**src/rtl/addroundkey_stage.sv**
```systemverilog
// AES AddRoundKey pipeline stage. It tracks the round index of each block and XORs the
// round key onto either the ShiftRows or the MixColumns result, buffering beats in a 2-entry skid buffer.
module addroundkey_stage #(
  parameter int NUM_ROUNDS = 10
) (
  input  logic         clk,
  input  logic         rst,
  input  logic         s_valid,
  output logic         s_ready,
  input  logic         s_first,
  input  logic [127:0] shifted,
  input  logic [127:0] mixed,
  input  logic [127:0] round_key,
  output logic         m_valid,
  input  logic         m_ready,
  output logic [127:0] m_state,
  output logic [3:0]   m_round,
  output logic         m_last,
  output logic         round_err
);

  localparam logic [0:0] ST_IDLE    = 1'b0;
  localparam logic [0:0] ST_RUN     = 1'b1;
  localparam logic [3:0] LAST_ROUND = 4'(NUM_ROUNDS);

  logic [0:0]   state_q, state_d;
  logic [3:0]   next_round_q, next_round_d;
  logic         err_q, err_d;

  logic         main_valid_q, main_valid_d;
  logic [127:0] main_state_q, main_state_d;
  logic [3:0]   main_round_q, main_round_d;
  logic         skid_valid_q, skid_valid_d;
  logic [127:0] skid_state_q, skid_state_d;
  logic [3:0]   skid_round_q, skid_round_d;

  logic         accept;
  logic         drain;
  logic         beat_ok;
  logic [127:0] beat_data;
  logic [3:0]   beat_round;

  assign s_ready = ~skid_valid_q;
  assign accept  = s_valid & s_ready;
  assign drain   = main_valid_q & m_ready;

  // Round sequencing: a first beat always restarts the block, the final round bypasses
  // MixColumns, and a non-first beat with no block in progress is dropped and flagged.
  always_comb begin
    state_d      = state_q;
    next_round_d = next_round_q;
    err_d        = 1'b0;
    beat_ok      = 1'b0;
    beat_data    = '0;
    beat_round   = '0;
    if (accept) begin
      if (s_first) begin
        beat_ok      = 1'b1;
        beat_data    = shifted ^ round_key;
        beat_round   = 4'd0;
        state_d      = ST_RUN;
        next_round_d = 4'd1;
      end else if (state_q == ST_RUN) begin
        beat_ok    = 1'b1;
        beat_round = next_round_q;
        if (next_round_q == LAST_ROUND) begin
          beat_data    = shifted ^ round_key;
          state_d      = ST_IDLE;
          next_round_d = 4'd0;
        end else begin
          beat_data    = mixed ^ round_key;
          next_round_d = next_round_q + 4'd1;
        end
      end else begin
        err_d = 1'b1;
      end
    end
  end

  // Skid buffer: while skid holds a beat nothing is accepted, so the only move is skid to
  // main on a drain; otherwise a new beat lands in main if it is free or leaving, else in skid.
  always_comb begin
    main_valid_d = main_valid_q;
    main_state_d = main_state_q;
    main_round_d = main_round_q;
    skid_valid_d = skid_valid_q;
    skid_state_d = skid_state_q;
    skid_round_d = skid_round_q;
    if (skid_valid_q) begin
      if (drain) begin
        main_state_d = skid_state_q;
        main_round_d = skid_round_q;
        skid_valid_d = 1'b0;
      end
    end else if (main_valid_q && !drain) begin
      if (beat_ok) begin
        skid_valid_d = 1'b1;
        skid_state_d = beat_data;
        skid_round_d = beat_round;
      end
    end else begin
      main_valid_d = beat_ok;
      if (beat_ok) begin
        main_state_d = beat_data;
        main_round_d = beat_round;
      end
    end
  end

  always_ff @(posedge clk or posedge rst) begin
    if (rst) begin
      state_q      <= ST_IDLE;
      next_round_q <= 4'd0;
      err_q        <= 1'b0;
      main_valid_q <= 1'b0;
      main_state_q <= '0;
      main_round_q <= 4'd0;
      skid_valid_q <= 1'b0;
      skid_state_q <= '0;
      skid_round_q <= 4'd0;
    end else begin
      state_q      <= state_d;
      next_round_q <= next_round_d;
      err_q        <= err_d;
      main_valid_q <= main_valid_d;
      main_state_q <= main_state_d;
      main_round_q <= main_round_d;
      skid_valid_q <= skid_valid_d;
      skid_state_q <= skid_state_d;
      skid_round_q <= skid_round_d;
    end
  end

  assign m_valid   = main_valid_q;
  assign m_state   = main_state_q;
  assign m_round   = main_round_q;
  assign m_last    = main_valid_q && (main_round_q == LAST_ROUND);
  assign round_err = err_q;

endmodule

```
**config.mk**
```make
export PLATFORM = sky130hd
export DESIGN_NAME = addroundkey_stage
export DESIGN_NICKNAME = d
export VERILOG_FILES = /design/src/rtl/addroundkey_stage.sv
export SDC_FILE = /design/constraint.sdc
export NUM_CORES = 1
export LEC_CHECK = 0
export CAP_MARGIN = 20
export CELL_PAD_IN_SITES_DETAIL_PLACEMENT = 0
export CELL_PAD_IN_SITES_GLOBAL_PLACEMENT = 2
export CORE_MARGIN = 2
export CORE_UTILIZATION = 38
export DETAILED_ROUTE_END_ITERATION = 6
export DONT_BUFFER_PORTS = 1
export HOLD_SLACK_MARGIN = 0.12
export PLACE_DENSITY_LB_ADDON = 0.1
export SYNTH_ARGS = -nofsm -noshare
export SYNTH_HDL_FRONTEND = slang
export SYNTH_SLANG_ARGS = --single-unit
```
**constraint.sdc**
```tcl
create_clock -name clk -period 10.5 [get_ports clk]
set_clock_uncertainty 0.05 [all_clocks]
set_input_delay 2.1 -clock clk [delete_from_list [all_inputs] [get_ports clk]]
set_output_delay 2.1 -clock clk [all_outputs]
set_load 0.02 [all_outputs]
```
# After elaboration in Yosys (flattened, before gate mapping)
# Cells that the tools add are included.
[totals]
regBits = 272
in_bits = 389
output_inout_bits = 136
wordCells = 60
[op_classes]
reduce_logical = 9
add_sub_neg = 1
bitwise = 6
mux = 31
n_eq_ne = 4
[op_table]
columns = ["operator", "count"]
rows = [
  ["$mux 128", 8],
  ["$xor 128x128->128", 2],
  ["$mux 4", 10],
  ["$mux 1", 13],
  ["$eq 4x4->1 const B", 2],
  ["$reduce_and 3->1", 2],
  ["$add 4x1->4 const B", 1],
  ["$reduce_and 2->1", 2],
  ["$reduce_bool 2->1", 2],
  ["$and 1x1->1", 2],
  ["$logic_and 1x1->1", 2],
  ["$ne 2x1->1 const B", 1],
  ["$ne 2x2->1 const B", 1],
  ["$not 1->1", 2],
  ["$logic_not 1->1", 1],
]

# Depth between registers and ports, before layout
# Gate-level depths: netlist of the first run.
[depth]
depth_word = 8
depth_mapped = 8
depth_no_buf = 6

# Worst setup path before layout of the first run
# Ideal clock, no wire load.
[synth_timing]
path_type = "flip-flop to output port"
from = "register main_valid_q (netlist: m_valid)"
to = "output m_last"
slack_ns = 6.604
stages_incl_launch_ff = 7
path_buffers = 4
required_time_ns = 8.350
t_arrival_ns = 1.746
path_cell_list = "dfrtp_1 buf_2 clkbuf_1 buf_2 buf_1 nand4b_1 nor2_1"
[synth_between]
elab_chain_cells = 1
[synth_lines]
columns = ["element", "line", "rtl"]
rows = [
  ["start: declaration", "30", "logic main_valid_q, main_valid_d;"],
  ["start signal: assignment", "125", "main_valid_q <= main_valid_d;"],
  ["$logic_and 1x1->1", "137", "assign m_last = main_valid_q && (main_round_q == LAST_ROUND);"],
  ["end: declaration", "18", "output logic m_last,"],
]
# Every way passes these cells.

# Worst setup path in the final report of the first run
[layout_timing]
from = "input m_ready"
to = "register skid_state_q[69]"
[layout_between]
elab_chain_cells = 4
[layout_lines]
columns = ["element", "line", "rtl"]
rows = [
  ["start: declaration", "15", "input logic m_ready,"],
  ["$and 1x1->1", "45", "assign drain = main_valid_q & m_ready;"],
  ["$logic_not 1->1", "95", "end else if (main_valid_q && !drain) begin"],
  ["$logic_and 1x1->1", "95", ""],
  ["$reduce_and 3->1 (no line)", "n/a", ""],
  ["end signal: assignment", "129", "skid_state_q <= skid_state_d;"],
  ["end: declaration", "34", "logic [127:0] skid_state_q, skid_state_d;"],
]
# Every way passes these cells.
# A chain may end at the register's enable or synchronous reset.

==> reports/qor.yml, run 1 <==
finalCritPeriodShare_pct: 44.2
max_freq_mhz: 216
syn-cell-area_um2: 18500
drt_iter0_markers: 1262
yosysTopAreaCell: "dfrtp_1"
min_to: "skid_state_q[127]$_DFFE_PP0P_"
syn_nets: 2466
h-tree-depth: 2
total_power_uw: 4760
diodes: 0
cts_resized: 0
synth_edf_count: 0
grt_usage_pct: 25.7
worst_slack_ps: 5860
seq_area_frac_synth_pct: 36.7
ir_drop_mv: 0.125
synth_flop_cell: "dfrtp_1"
p_leak_uw: 0.00784
ys_async_sr_fraction_pct: 100
synth_top_area_share_pct: 36.7
dp_hpwl_um: 41600
layout.nets: 2342
die_x_um: 225
drv_cap: 0
dr.pass1.iters: 5
ys_warn_count: 0
clock_sinks: 272
dp_slack_ps: 5520
hp-start: "skid_state_q[127]$_DFFE_PP0P_"
cts_made_buffers: 36
finalSetupViolCount: 0
port_buffers: 0
cts_root_buf: "clkbuf_16"
grt_max_degree: 133
cp.required_ps: 10860
cp.arrival_ps: 5000
rsz0062_at_grt: "false"
period_minus_slack_ps: 4640
worstSetupEndpointType: "flip-flop"
syn_avg_cell_area_um2: 8.93
drv_slew: 0
rr_worst_depth: 7
pin_count: 525
fin_util_pct: 41.4
dr_total_vias: 16267
drive_gt1_share_pct: 8.18
synth_area_leaders: "dfrtp_1 37%, nor2b_1 12%, mux2_2 4.6%"
routedWlPerCell_um: 25.9
gp_congestion: 0.838
post_cts_buffers: 0
drtAntennaViolNets: 0
hold_depth: 2
numPlacedInstances: 2528
cts_hold_buf: 0
rows: 80
clk_pin_slew_worst_paths_ps: 60
syn_inst: 2075
start_kind: "primary input"
max-slew-margin-rel_pct: 27.1
antenna_found_initial: 0
ys_ff_latch: 272
r2r_end: "skid_state_q[83]$_DFFE_PP0P_"
grt_pass1_vias: 15969
setup_tns_ps: 0
initial_core_util_pct: 38.7
areaGrowthSynthToFinish_pct: 7.02
synth_cell_types: 39
routed_wl_um: 66900
viasPerCell: 6.30
final_cells: 2583
die_y_um: 225
hold_viol: 0
die-area_um2: 50600
tightest_slew_ps: 1090
grt_overflow: 0
cts_tree: "done"
p_per_area_nw_per_um2: 240
r2r-start: "m_valid$_DFFE_PP0P_"
status: "complete, no violations"
core_um2: 47900
path_class: "in2reg"
hp-class: "reg2reg"
clock_latency_ps: 530
r2r_slack_ps: 6340
route.detailed.drc: 0
grt_first_pass_wirelength_um: 100000
clockBufferDepth: 3
worstPathMaxFanout: 132
-- worst max-delay path by stage --
| stage | start | slack, ps | to |
|---|---|---|---|
| 2_1_floorplan | rst | 850 | m_round[0]$_DFFE_PP0P_ |
| 3_3_place_gp | m_ready | 5510 | skid_state_q[69]$_DFFE_PP0P_ |
| 3_5_place_dp | m_ready | 5520 | skid_state_q[24]$_DFFE_PP0P_ |
| 4_1_cts | m_ready | 6080 | skid_state_q[24]$_DFFE_PP0P_ |
| 5_1_grt | m_ready | 5850 | skid_state_q[24]$_DFFE_PP0P_ |
| 6_report | m_ready | 5860 | skid_state_q[69]$_DFFE_PP0P_ |
-- placed cells by master, fill, tap and decap left out, drive strengths merged, types with 59 or more instances in the layout --
master,instances
nand4,106
nand3,109
nand2b,109
mux2,75
o211ai,75
o22ai,75
nor2b,355
dfrtp,272
nand2,147
a221o,75
inv,59
o21ai,63
and4,75
-- power by group --
part / switching [µW] / internal (µW) / total, µW
Combinational: 676 / 548 / 1220
Clock: 474 / 741 / 1210
Sequential: 788 / 1540 / 2330
Total: 1940 / 2830 / 4760
-- critical path, cell delays in order --
cell and delay, ps:
nand2b_1 410, nor3_2 190, buf_4 700, buf_4 850
mux2_2 420
-- stage by stage --
step           cell area [µm²]  hold WS, ps
6_report                 19800          427
5_1_grt                  19800          450
4_1_cts                  19800          428
3_5_place_dp             18700          416
3_3_place_gp             18700          409
2_1_floorplan            18500          399
-- registers in the layout, summed over array words and instances, names as in the netlist --
signal / flops
round_err: 1
m_valid: 1
m_round: 4
skid_round_q: 4
skid_valid_q: 1
state_q: 1
skid_state_q: 128
m_state: 128
next_round_q: 4
-- layer usage --
| metal | vias up | GRT usage (%) | share of wire (%) |
|---|---|---|---|
| met5 | - | 0 | 0 |
| met4 | 0 | 8.33 | 3.0 |
| met3 | 94 | 7.82 | 8.6 |
| met2 | 587 | 41.8 | 47 |
| met1 | 8021 | 32.5 | 41 |
| li1 | 7565 | - | - |
-- cells by family (layout without fill, tap and decap cells) --
family | count (synthesis) | in the layout | synth area share [%]
AND/OR/NAND/NOR | 969 | 969 | 31.7
AO/OA/AOI/OAI | 515 | 515 | 21.2
multiplexers | 75 | 75 | 4.56
buffers and inverters | 242 | 135 | 5.65
adder cells (fa/ha/maj) | 2 | 2 | 0.135
flip-flops | 272 | 272 | 36.7
-- cells in the mapped netlist (all sizes together), types with 5 or more instances --
| cell type | n |
|---|---|
| nor2b | 355 |
| dfrtp | 272 |
| nand2 | 147 |
| nand2b | 109 |
| nand3 | 109 |
| nand4 | 106 |
| clkbuf | 98 |
| buf | 85 |
| a221o | 75 |
| and4 | 75 |
| mux2 | 75 |
| o211ai | 75 |
| o22ai | 75 |
| o21ai | 63 |
| inv | 59 |
| a22oi | 54 |
| a211o | 53 |
| a211oi | 53 |
| nor4b | 53 |
| o221ai | 53 |
| a21oi | 7 |
| nor2 | 6 |
| a31oi | 5 |
-- layout make-up --
class,instances,area [µm²]
fill,4760,28100
multi-input combinational,1561,10700
sequential,272,6810
clock buffer,50,1050
tap,615,769
inverter,59,234
timing repair buffer,21,158
clock inverter,5,75.1
Note: power is estimated with default switching activity, not from simulation.
==> run 2: changes to the inputs <==
Clock period 10.5 ns to 4.3 ns, I/O delays scaled along.
==> run 2 against run 1 <==
Compared with the run above: via count increased by 1.2%; die area unchanged; first-iteration DRC count decreased by 17%; critical endpoint is now s_ready.
==> reports/qor.yml, run 2 (synthesized netlist as in run 1, its figures left out) <==
drt_iter0_markers: 1048  # -17%
cts_tree: "done"
rows: 80  # unchanged
dr.pass1.iters: 5  # unchanged
routedWlPerCell_um: 26.2  # +1.0%
rsz0062_at_grt: "false"
grt_pass1_vias: 16038  # +0.43%
cts_resized: 0  # unchanged
grt_overflow: 0  # unchanged
drv_slew: 0  # unchanged
p_sw_uw: 4730  # +140%
finalCritPeriodShare_pct: 69.8
grt_max_degree: 133  # unchanged
final_common_cell: "nor2b_1"
worstPathMaxFanout: 64  # -52%
drive_gt1_share_pct: 8.55  # +0.37 points
layout.nets: 2348  # +0.26%
total_power_uw: 11700  # +150%
period_minus_slack_ps: 3000
r2r-start: "next_round_q[0]$_DFFE_PP0P_"
combPwrFrac_pct: 26.5  # +0.8 points
internal-power_uw: 6970  # +150%
start_kind: "flip-flop"
clk_pin_slew_worst_paths_ps: 60  # about the same
layout_common_cells: "355 x nor2b_1, 270 x dfrtp_1, 146 x nand2_1"
r2r_end: "skid_state_q[127]$_DFFE_PP0P_"
gp_congestion: 0.797  # -4.8%
fin_util_pct: 41.7  # +0.36 points
dp_hpwl_um: 42800  # +3.0%
port_buffers: 0  # unchanged
drtAntennaViolNets: 0  # unchanged
p_seq_share_pct: 48.0  # -0.8 points
power.share.switching_pct: 40.4  # -0.23 points
r2r_slack_ps: 1390  # -4950 ps
finalSetupViolCount: 0  # unchanged
clockBufferDepth: 3  # unchanged
p_leak_uw: 0.00791  # +0.91%
cp.arrival_ps: 2090  # -2910 ps
final_cells: 2593  # +0.39%
rr_worst_depth: 7  # unchanged
numPlacedInstances: 2535  # +0.28%
worstSetupEndpointType: "output port"
h-tree-depth: 2  # unchanged
ir_drop_mv: 0.294  # +140%
cts_hold_buf: 0  # unchanged
cp.required_ps: 3390  # -7470 ps
hp-class: "in2async"
post_dp_cell_area_um2: 18900  # +0.82%
pwr-share-clk_pct: 25.5  # about the same
die-area_um2: 50600  # unchanged
viasPerCell: 6.35  # +0.83%
cts_made_buffers: 35  # -2.8%
grt_usage_pct: 25.9  # +0.22 points
pin_count: 525  # unchanged
tightest_slew_ps: 983  # -111 ps
clock_sinks: 272  # unchanged
clock_latency_ps: 540  # about the same
antenna_found_initial: 1  # +1
initial_core_util_pct: 38.7  # unchanged
die_y_um: 225  # unchanged
status: "complete, no violations"
route.detailed.drc: 0  # unchanged
die_x_um: 225  # unchanged
stdcell_area_um2: 20000  # +0.87%
path_class: "reg2out"
grt_first_pass_wirelength_um: 101000  # +0.74%
hold_viol: 0  # unchanged
dr_total_vias: 16465  # +1.2%
cts_root_buf: "clkbuf_16"
core_um2: 47900  # unchanged
max-slew-margin-rel_pct: 34.5  # +7.4 points
hold_ws_ps: 193  # -234 ps
post_cts_buffers: 0  # unchanged
drv_cap: 0  # unchanged
areaGrowthSynthToFinish_pct: 7.95
p_per_area_nw_per_um2: 585  # +140%
routed_wl_um: 67800  # +1.4%
max_freq_mhz: 333
[run 2: changes by cell type in the layout (fill, tap and decap cells not counted), moves of 2 or more]
cell,change
buf_12,+9
clkinv_2,+2
clkbuf_8,-2
buf_4,-2
[run 2: power groups by stage]
stage | sequential, µW | combinational [µW] | clock [µW]
floorplan | 5060 | 2550 | 0
global placement | 5650 | 3070 | 0
detailed placement | 5660 | 3150 | 0
CTS | 5640 | 3140 | 3070
global route | 5760 | 3440 | 3180
finish | 5610 | 3100 | 2990
[run 2: cell type report]
cell class	count	area [µm²]
inverters	59	230
fillers	4806	27900
clock inverters	8	115
multi-input cells	1561	10700
clock buffers	49	1030
repair buffers	28	323
flip-flops and latches	272	6810
well taps	615	769
diodes	1	2.50
[run 2: worst max-delay path, cell delays in order, from the launching register on]
cell,delay [ps]
dfrtp_4,640
buf_4,630
inv_1,280
[run 2: per-stage QoR]
| stage | setup TNS (ps) | setup slack [ps] |
|---|---|---|
| 6_report | 0 | 1300 |
| 2_1_floorplan | -55870 | -205 |
| 5_1_grt | 0 | 1200 |
| 3_3_place_gp | 0 | 1460 |
| 4_1_cts | 0 | 1220 |
| 3_5_place_dp | 0 | 1420 |
[run 2: worst max path at each step]
stage	start	end	cells past startpoint
floorplan	rst	m_round[0]$_DFFE_PP0P_	1
global placement	next_round_q[0]$_DFFE_PP0P_	skid_state_q[112]$_DFFE_PP0P_	7
detailed placement	next_round_q[0]$_DFFE_PP0P_	skid_state_q[95]$_DFFE_PP0P_	7
CTS	skid_valid_q$_DFF_PP0_	s_ready	2
global route	skid_valid_q$_DFF_PP0_	s_ready	2
finish	skid_valid_q$_DFF_PP0_	s_ready	2
[run 2: routing by layer]
layer,part of all wire [%],track usage [%]
met1,41,32.7
met3,9.0,7.68
met4,2.0,6.96
met2,48,43.1
met5,0.028,0
